<file path="config.mk">
export PLATFORM = sky130hd
export DESIGN_NAME = pll_lock_ctrl
export DESIGN_NICKNAME = d
export VERILOG_FILES = /design/src/rtl/pll_lock_ctrl.sv
export SDC_FILE = /design/constraint.sdc
export NUM_CORES = 1
export LEC_CHECK = 0
export CORE_AREA = 2 2 64 66
export DETAILED_ROUTE_END_ITERATION = 6
export DIE_AREA = 0 0 66 68
export DONT_BUFFER_PORTS = 1
export PLACE_DENSITY = 0.8
export SLEW_MARGIN = 25
export SYNTH_ARGS = -nofsm -noshare
export SYNTH_HDL_FRONTEND = slang
export SYNTH_SLANG_ARGS = --single-unit
export TNS_END_PERCENT = 20
</file>
<file path="constraint.sdc">
create_clock -name clk -period 7.3 [get_ports clk]
set_input_delay 0.365 -clock clk [delete_from_list [all_inputs] [get_ports clk]]
set_output_delay 0.365 -clock clk [all_outputs]
set_load 0.03 [all_outputs]
</file>
<file path="src/rtl/pll_lock_ctrl.sv">
// Reset/lock sequencer for a Gowin rPLL with dynamic divider selects.
// It runs the reset/lock/qualify cycle with retries, relocks after loss and handles reconfiguration.
module pll_lock_ctrl #(
    parameter int              SEL_W         = 6,
    parameter int              RST_CYCLES    = 16,
    parameter int              LOCK_TIMEOUT  = 65536,
    parameter int              STABLE_CYCLES = 1024,
    parameter int              MAX_RETRY     = 3,
    parameter bit              INVERT_SEL    = 1'b1,
    parameter logic [SEL_W-1:0] INIT_IDIV    = '0,
    parameter logic [SEL_W-1:0] INIT_FBDIV   = '0,
    parameter logic [SEL_W-1:0] INIT_ODIV    = '0
) (
    input  logic             clk,
    input  logic             rst,
    input  logic             cfg_valid,
    output logic             cfg_ready,
    input  logic [SEL_W-1:0] cfg_idiv,
    input  logic [SEL_W-1:0] cfg_fbdiv,
    input  logic [SEL_W-1:0] cfg_odiv,
    input  logic             pll_lock,
    output logic             pll_reset,
    output logic [SEL_W-1:0] pll_idsel,
    output logic [SEL_W-1:0] pll_fbdsel,
    output logic [SEL_W-1:0] pll_odsel,
    output logic             locked,
    output logic             domain_rst,
    output logic             fail,
    output logic [7:0]       relock_cnt
);

    localparam int CNT_MAX_A = (RST_CYCLES > LOCK_TIMEOUT) ? RST_CYCLES : LOCK_TIMEOUT;
    localparam int CNT_MAX   = (CNT_MAX_A > STABLE_CYCLES) ? CNT_MAX_A : STABLE_CYCLES;
    localparam int CNT_W     = $clog2(CNT_MAX + 1);
    localparam int RTY_W     = $clog2(MAX_RETRY + 1);
    localparam logic [SEL_W-1:0] SEL_MASK = INVERT_SEL ? {SEL_W{1'b1}} : {SEL_W{1'b0}};

    typedef enum logic [2:0] {
        ST_HOLD,
        ST_WAIT_LOCK,
        ST_STABLE,
        ST_RUN,
        ST_FAIL
    } state_t;

    state_t             state_q, state_d;
    logic [CNT_W-1:0]   cnt_q, cnt_d;
    logic [RTY_W-1:0]   retry_q, retry_d;
    logic [RTY_W-1:0]   retry_inc;
    logic [7:0]         relock_q, relock_d;
    logic [SEL_W-1:0]   idsel_q, idsel_d;
    logic [SEL_W-1:0]   fbdsel_q, fbdsel_d;
    logic [SEL_W-1:0]   odsel_q, odsel_d;
    logic               lock_meta_q, lock_s_q;
    logic               pll_reset_q, pll_reset_d;
    logic               locked_q, locked_d;
    logic               domain_rst_q, domain_rst_d;
    logic               cfg_ready_q, cfg_ready_d;
    logic               fail_q, fail_d;
    logic               accept;

    assign accept    = cfg_valid & cfg_ready_q;
    assign retry_inc = retry_q + RTY_W'(1);

    always_comb begin
        state_d  = state_q;
        cnt_d    = cnt_q;
        retry_d  = retry_q;
        relock_d = relock_q;
        idsel_d  = idsel_q;
        fbdsel_d = fbdsel_q;
        odsel_d  = odsel_q;

        unique case (state_q)
            ST_HOLD: begin
                if (cnt_q == CNT_W'(RST_CYCLES - 1)) begin
                    state_d = ST_WAIT_LOCK;
                    cnt_d   = '0;
                end else begin
                    cnt_d = cnt_q + CNT_W'(1);
                end
            end
            ST_WAIT_LOCK: begin
                if (lock_s_q) begin
                    state_d = ST_STABLE;
                    cnt_d   = '0;
                end else if (cnt_q == CNT_W'(LOCK_TIMEOUT - 1)) begin
                    cnt_d   = '0;
                    retry_d = retry_inc;
                    state_d = (retry_inc == RTY_W'(MAX_RETRY)) ? ST_FAIL : ST_HOLD;
                end else begin
                    cnt_d = cnt_q + CNT_W'(1);
                end
            end
            ST_STABLE: begin
                // Any dropout restarts qualification from a fresh PLL reset.
                if (!lock_s_q) begin
                    cnt_d   = '0;
                    retry_d = retry_inc;
                    state_d = (retry_inc == RTY_W'(MAX_RETRY)) ? ST_FAIL : ST_HOLD;
                end else if (cnt_q == CNT_W'(STABLE_CYCLES - 1)) begin
                    cnt_d   = '0;
                    retry_d = '0;
                    state_d = ST_RUN;
                end else begin
                    cnt_d = cnt_q + CNT_W'(1);
                end
            end
            ST_RUN: begin
                // A reconfiguration takes precedence over a coincident lock loss.
                if (accept) begin
                    idsel_d  = cfg_idiv ^ SEL_MASK;
                    fbdsel_d = cfg_fbdiv ^ SEL_MASK;
                    odsel_d  = cfg_odiv ^ SEL_MASK;
                    cnt_d    = '0;
                    state_d  = ST_HOLD;
                end else if (!lock_s_q) begin
                    if (relock_q != 8'hFF) begin
                        relock_d = relock_q + 8'd1;
                    end
                    cnt_d   = '0;
                    state_d = ST_HOLD;
                end
            end
            ST_FAIL: begin
                if (accept) begin
                    idsel_d  = cfg_idiv ^ SEL_MASK;
                    fbdsel_d = cfg_fbdiv ^ SEL_MASK;
                    odsel_d  = cfg_odiv ^ SEL_MASK;
                    retry_d  = '0;
                    cnt_d    = '0;
                    state_d  = ST_HOLD;
                end
            end
            default: begin
                cnt_d   = '0;
                state_d = ST_HOLD;
            end
        endcase

        // Outputs are decoded from the next state so they switch on the same edge as the state.
        pll_reset_d  = (state_d == ST_HOLD) || (state_d == ST_FAIL);
        locked_d     = (state_d == ST_RUN);
        domain_rst_d = (state_d != ST_RUN);
        cfg_ready_d  = (state_d == ST_RUN) || (state_d == ST_FAIL);
        fail_d       = (state_d == ST_FAIL);
    end

    always_ff @(posedge clk) begin
        if (rst) begin
            state_q      <= ST_HOLD;
            cnt_q        <= '0;
            retry_q      <= '0;
            relock_q     <= '0;
            idsel_q      <= INIT_IDIV ^ SEL_MASK;
            fbdsel_q     <= INIT_FBDIV ^ SEL_MASK;
            odsel_q      <= INIT_ODIV ^ SEL_MASK;
            lock_meta_q  <= 1'b0;
            lock_s_q     <= 1'b0;
            pll_reset_q  <= 1'b1;
            locked_q     <= 1'b0;
            domain_rst_q <= 1'b1;
            cfg_ready_q  <= 1'b0;
            fail_q       <= 1'b0;
        end else begin
            state_q      <= state_d;
            cnt_q        <= cnt_d;
            retry_q      <= retry_d;
            relock_q     <= relock_d;
            idsel_q      <= idsel_d;
            fbdsel_q     <= fbdsel_d;
            odsel_q      <= odsel_d;
            lock_meta_q  <= pll_lock;
            lock_s_q     <= lock_meta_q;
            pll_reset_q  <= pll_reset_d;
            locked_q     <= locked_d;
            domain_rst_q <= domain_rst_d;
            cfg_ready_q  <= cfg_ready_d;
            fail_q       <= fail_d;
        end
    end

    assign cfg_ready  = cfg_ready_q;
    assign pll_reset  = pll_reset_q;
    assign pll_idsel  = idsel_q;
    assign pll_fbdsel = fbdsel_q;
    assign pll_odsel  = odsel_q;
    assign locked     = locked_q;
    assign domain_rst = domain_rst_q;
    assign fail       = fail_q;
    assign relock_cnt = relock_q;

endmodule

</file>
---- After elaboration in Yosys (flattened, before gate mapping) ----
Cells that the tools add are included.
storage, ports and cells
  flip-flop bits (word level) ............. 55
  word-level logic and storage cells ...... 75
  input bits .............................. 22
  output and inout bits ................... 31
operators by class
  add/subtract/negate cells ............... 3
  equal/unequal tests ..................... 17
  reduce and logical (&&, ||, !) cells .... 10
  multiplexer cells ....................... 25
  bitwise operators ....................... 6
operators by type and width
  kind                                                                     number
  17-bit two-way mux                                                       8
  17-bit case mux with 5 select lines                                      1
  3-bit two-way mux                                                        9
  6-bit NOT                                                                3
  17-bit by 1-bit adder with 17-bit output, second input constant          1
  17-bit by 10-bit == test with 1-bit output, second input constant        1
  17-bit by 16-bit == test with 1-bit output, second input constant        1
  17-bit by 4-bit == test with 1-bit output, second input constant         1
  3-bit case mux with 5 select lines                                       1
  2-bit two-way mux                                                        5
  3-bit by 2-bit == test with 1-bit output, second input constant          3
  8-bit by 1-bit adder with 8-bit output, second input constant            1
  8-bit inequality test, second input constant                             1
  3-bit == test, second input constant                                     2
  3-bit logical NOT                                                        2
  2-bit inequality test, second input constant                             3
  3-bit inequality test, second input constant                             2
  2-bit case mux with 3 select lines                                       1
  5-bit AND reduction                                                      1
  2-bit AND reduction                                                      2
  4-bit AND reduction                                                      1
  3-bit by 1-bit == test with 1-bit output, second input constant          1
  3-bit by 2-bit inequality test with 1-bit output, second input constant  1
  3-bit nonzero test                                                       1
  6 further kinds                                                          8

---- Logic depth before layout (Yosys ltp) ----
  depth after elaboration ................. 8
  gate-level depth with buffers ........... 10
  gate-level depth less buffers ........... 10

---- Worst setup path before layout ----
No wires, ideal clock.
  kind .................................... reg2reg
  start ................................... reg cnt_q[0]
  end ..................................... reg cnt_q[15]
  cell stages (with the launch flop) ...... 10
  buffers on the path ..................... 0
  library setup time ...................... 0.112 ns
  setup slack ............................. 5.018 ns
  period minus slack after synthesis ...... 2.282 ns
  data required time ...................... 7.188 ns
  data arrival time ....................... 2.169 ns
  cell sequence ........................... dfxtp_1 ha_1 nand3_1 nor4_1 nand4_1 inv_1 ha_1 nor4_1 nor3_1 a2111oi_1
on the way
  longest elaborated chain between the ends .. 4
  elaborated cells on any way between the ends .. 10
  classes of those cells .................. add/sub (1); eq/ne (3); mux (6)
ends and longest elaborated chain
  element                                                                 RTL line     text
  start: declaration                                                      47           logic [CNT_W-1:0] cnt_q, cnt_d;
  start signal: assignment                                                167          cnt_q <= cnt_d;
  17-bit by 1-bit adder with 17-bit output, or another cell as far along  80, 92, 106
  17-bit two-way mux, on equally long branches                            101, 87
  17-bit two-way mux, on equally long branches                            97, 84
  17-bit case mux with 5 select lines (*)                                 74           unique case (state_q)
Mark *: on every way between the ends. The rest lies on a longest branch, timed or not.
A chain may end at the register's enable or synchronous reset.

---- Final worst setup path ----
Ends and elaborated chain as after synthesis.

==> impl_metrics.yaml <==
synth:
  synth_edf_count: 0
  ys_top_cells_by_count: "dfxtp_1 (55), nand2_1 (39), nor2_1 (28)"
  ys_ff_latch: 55
  ys.flop_type: "dfxtp_1"
  netlist_instances: 274
  ys_warn_count: 0
  synth_nets: 301
  synth-seq-area-share_pct: 45.6
  synth_area_leaders: "dfxtp_1 (46%), nand2_1 (6.1%), o211ai_1 (5.6%), xnor2_1 (5.1%), nor2_1 (4.4%)"
  yosysMostFrequentCell: "dfxtp_1"
  yosysTopAreaCell: "dfxtp_1"
  synth_top_area_share_pct: 45.6
  synthArstFlopShare_pct: 0
  synth_cell_types: 44
  netlist_area_um2: 2410
  syn_avg_cell_area_um2: 8.80
placement:
  gp_congestion: 0.781
  hpwl_um: 3210
  placedCellCount: 311
  portBuffers: 0
sta:
  fin_setup_tns_ns: 0
  finalSetupViolCount: 0
  skew_ns: 0.0108
  tightest_slew_ns: 0.958
  clock.fmax_mhz: 360
  finalCritPeriodShare_pct: 38.1
  slew_headroom_pct: 35.6
  rsz0062_at_grt: "no"
  whs_ns: 0.111
  min_period_ns: 2.78
  slew_violations: 0
  hold_viol_final: 0
grt:
  grt_first_pass_wirelength_um: 7190
  track_usage_pct: 20.5
  met1_usage_pct: 26.7
  met3_usage_pct: 5.26
  grt_pass1_vias: 1655
  grt_use_met2_pct: 32.6
  antenna_found_initial: 0
  grt_most_used_layer: "met2"
  grt_max_degree: 37
  grt_overflow: 0
route:
  viasPerCell: 6.09
  drt_wl_total_um: 4450
  drc: 0
  wl_per_cell_um: 13.9
  dr.first_iter.drc_count: 135
  via_count: 1944
  antenna_left: 0
  dr.pass1.iters: 4
critical_path:
  critPathKind: "flip-flop to flip-flop"
  r2r_start: "cnt_q[0]"
  crit_path_max_incr_delay_ns: 0.79
  crit_path_end_kind: "flip-flop"
  slowest_stage: "nor4_1"
  r2r-end: "cnt_q[15]"
  r2r_cells: 9
  critPathMaxFanout: 5
  crit_path_cell_trace: "ha_1 -> nand3_1 -> nor4_1 -> nand4_1 -> inv_1 -> ha_1 -> nor4_1 -> nor3_1 -> a2111oi_1"
  cp_top_family: "simple AND/OR/NAND/NOR gates"
  r2r_setup_slack_ns: 4.52
  startpoint_type: "flip-flop"
  critPathRequiredTime_ns: 7.50
  crit_buf_inv: 1
  arrival_ns: 2.97
floorplan:
  fp.dieH_um: 68
  initial_core_util_pct: 62.6
  coreArea_um2: 3860
  pin_count: 53
  rows: 23
  die-area_um2: 4490
  chipWidth_um: 66
clocking:
  cts_max_level: 2
  cts_sinks: 55
  ctsHoldBuffers: 0
  clockBufferDepth: 2
  cts_resized: 0
  post-cts-setup-buffers: 0
  cts_buffers: 5
  insertion_delay_ns: 0.31
  clkSlewWorstSetupHoldPaths_ns: 0.10
  root_buffer: "clkbuf_8"
  cts_tree: "built"
layout:
  fin_cells: 319
  antenna_cells: 0
  drive_above_1_share_pct: 5.95
  syn_to_final_growth_pct: 4.62
  nets: 295
  final_util_pct: 65.4
hold_path:
  hp-class: "input pin to flip-flop"
  min_to: "relock_cnt[1]"
  hold_start: "rst"
  min_path_cells: 1
pwr:
  power_density_nw_per_um2: 192
  p_leak_uw: 0.000933
  vdd_ir_drop_max_mv: 0.156
flow_run:
  drv_cap: 0
outcome:
  status: "finished clean"
[worst max-delay path by stage]
stage	startpoint	to	slack, ns	cells past startpoint
2_1_floorplan	cnt_q[0]	cnt_q[15]	5.02	9
3_3_place_gp	cnt_q[3]	cnt_q[2]	4.35	8
3_5_place_dp	cnt_q[3]	cnt_q[2]	4.31	8
4_1_cts	cnt_q[3]	cnt_q[7]	4.30	8
5_1_grt	cnt_q[3]	cnt_q[2]	4.22	8
6_report	cnt_q[0]	cnt_q[15]	4.52	9
[where the power goes]
group          switching (uW)  total [uW]  internal, uW
Sequential               1.62         303           302
Combinational            5.05        8.15          3.09
Clock                     103         173          70.1
[through the flow]
step                instance area, um^2  setup WS (ns)  total power, uW
floorplan                          2410           5.02              318
global placement                   2420           4.35              318
detailed placement                 2420           4.31              318
CTS                                2510           4.30              487
global route                       2520           4.22              501
finish                             2520           4.52              484
[placed cells by master (no fill, tap or decap), types with 2 or more instances in the layout]
master,n
mux2i_1,2
nor3b_1,2
clkbuf_8,5
inv_6,2
dfxtp_1,55
a21oi_1,12
nand3_1,9
and4b_1,2
o211ai_1,18
o21bai_1,2
xnor2_1,14
nor3_1,11
xor2_1,3
and2_1,2
ha_1,5
nor2_1,28
a211oi_1,2
o21ai_0,3
nand4_1,6
a21o_1,2
nor2b_1,4
nor4_1,9
o31ai_1,2
nor4b_1,2
mux2_2,2
or2_2,2
nand2b_1,3
nand3b_1,2
inv_1,5
nand2_1,39
[final cells by class]
cell class	count	area, um^2
fillers	323	1330
multi-input cells	201	1250
flip-flops and latches	55	1100
clock buffers	5	68.8
well taps	50	62.6
clock inverters	3	25.0
inverters	5	18.8
[flip-flops by register name, summed over array words and instances, names as in the netlist]
name	flops
cnt_q	17
relock_cnt	8
pll_fbdsel	6
pll_idsel	6
pll_odsel	6
state_q	3
retry_q	2
cfg_ready	1
domain_rst	1
fail	1
lock_meta_q	1
lock_s_q	1
locked	1
pll_reset	1
[logic make-up (layout without fill, tap and decap cells)]
kind of cell / Yosys count / in the layout / synth area share, %
simple gates: 125 / 125 / 26.1
fa+ha+maj: 5 / 5 / 2.59
compound gates: 50 / 50 / 14.6
buf+inv: 18 / 13 / 3.11
mux: 4 / 4 / 1.76
xor+xnor: 17 / 17 / 6.17
flops: 55 / 55 / 45.6
[metal layers]
layer	vias to the layer above	part of all wire (%)	wire [um]
li1	967	-	-
met1	880	45	2000
met2	84	46	2050
met3	13	6.9	305
met4	0	2.1	92
met5	-	0	0
(Power assumes the default switching activity.)
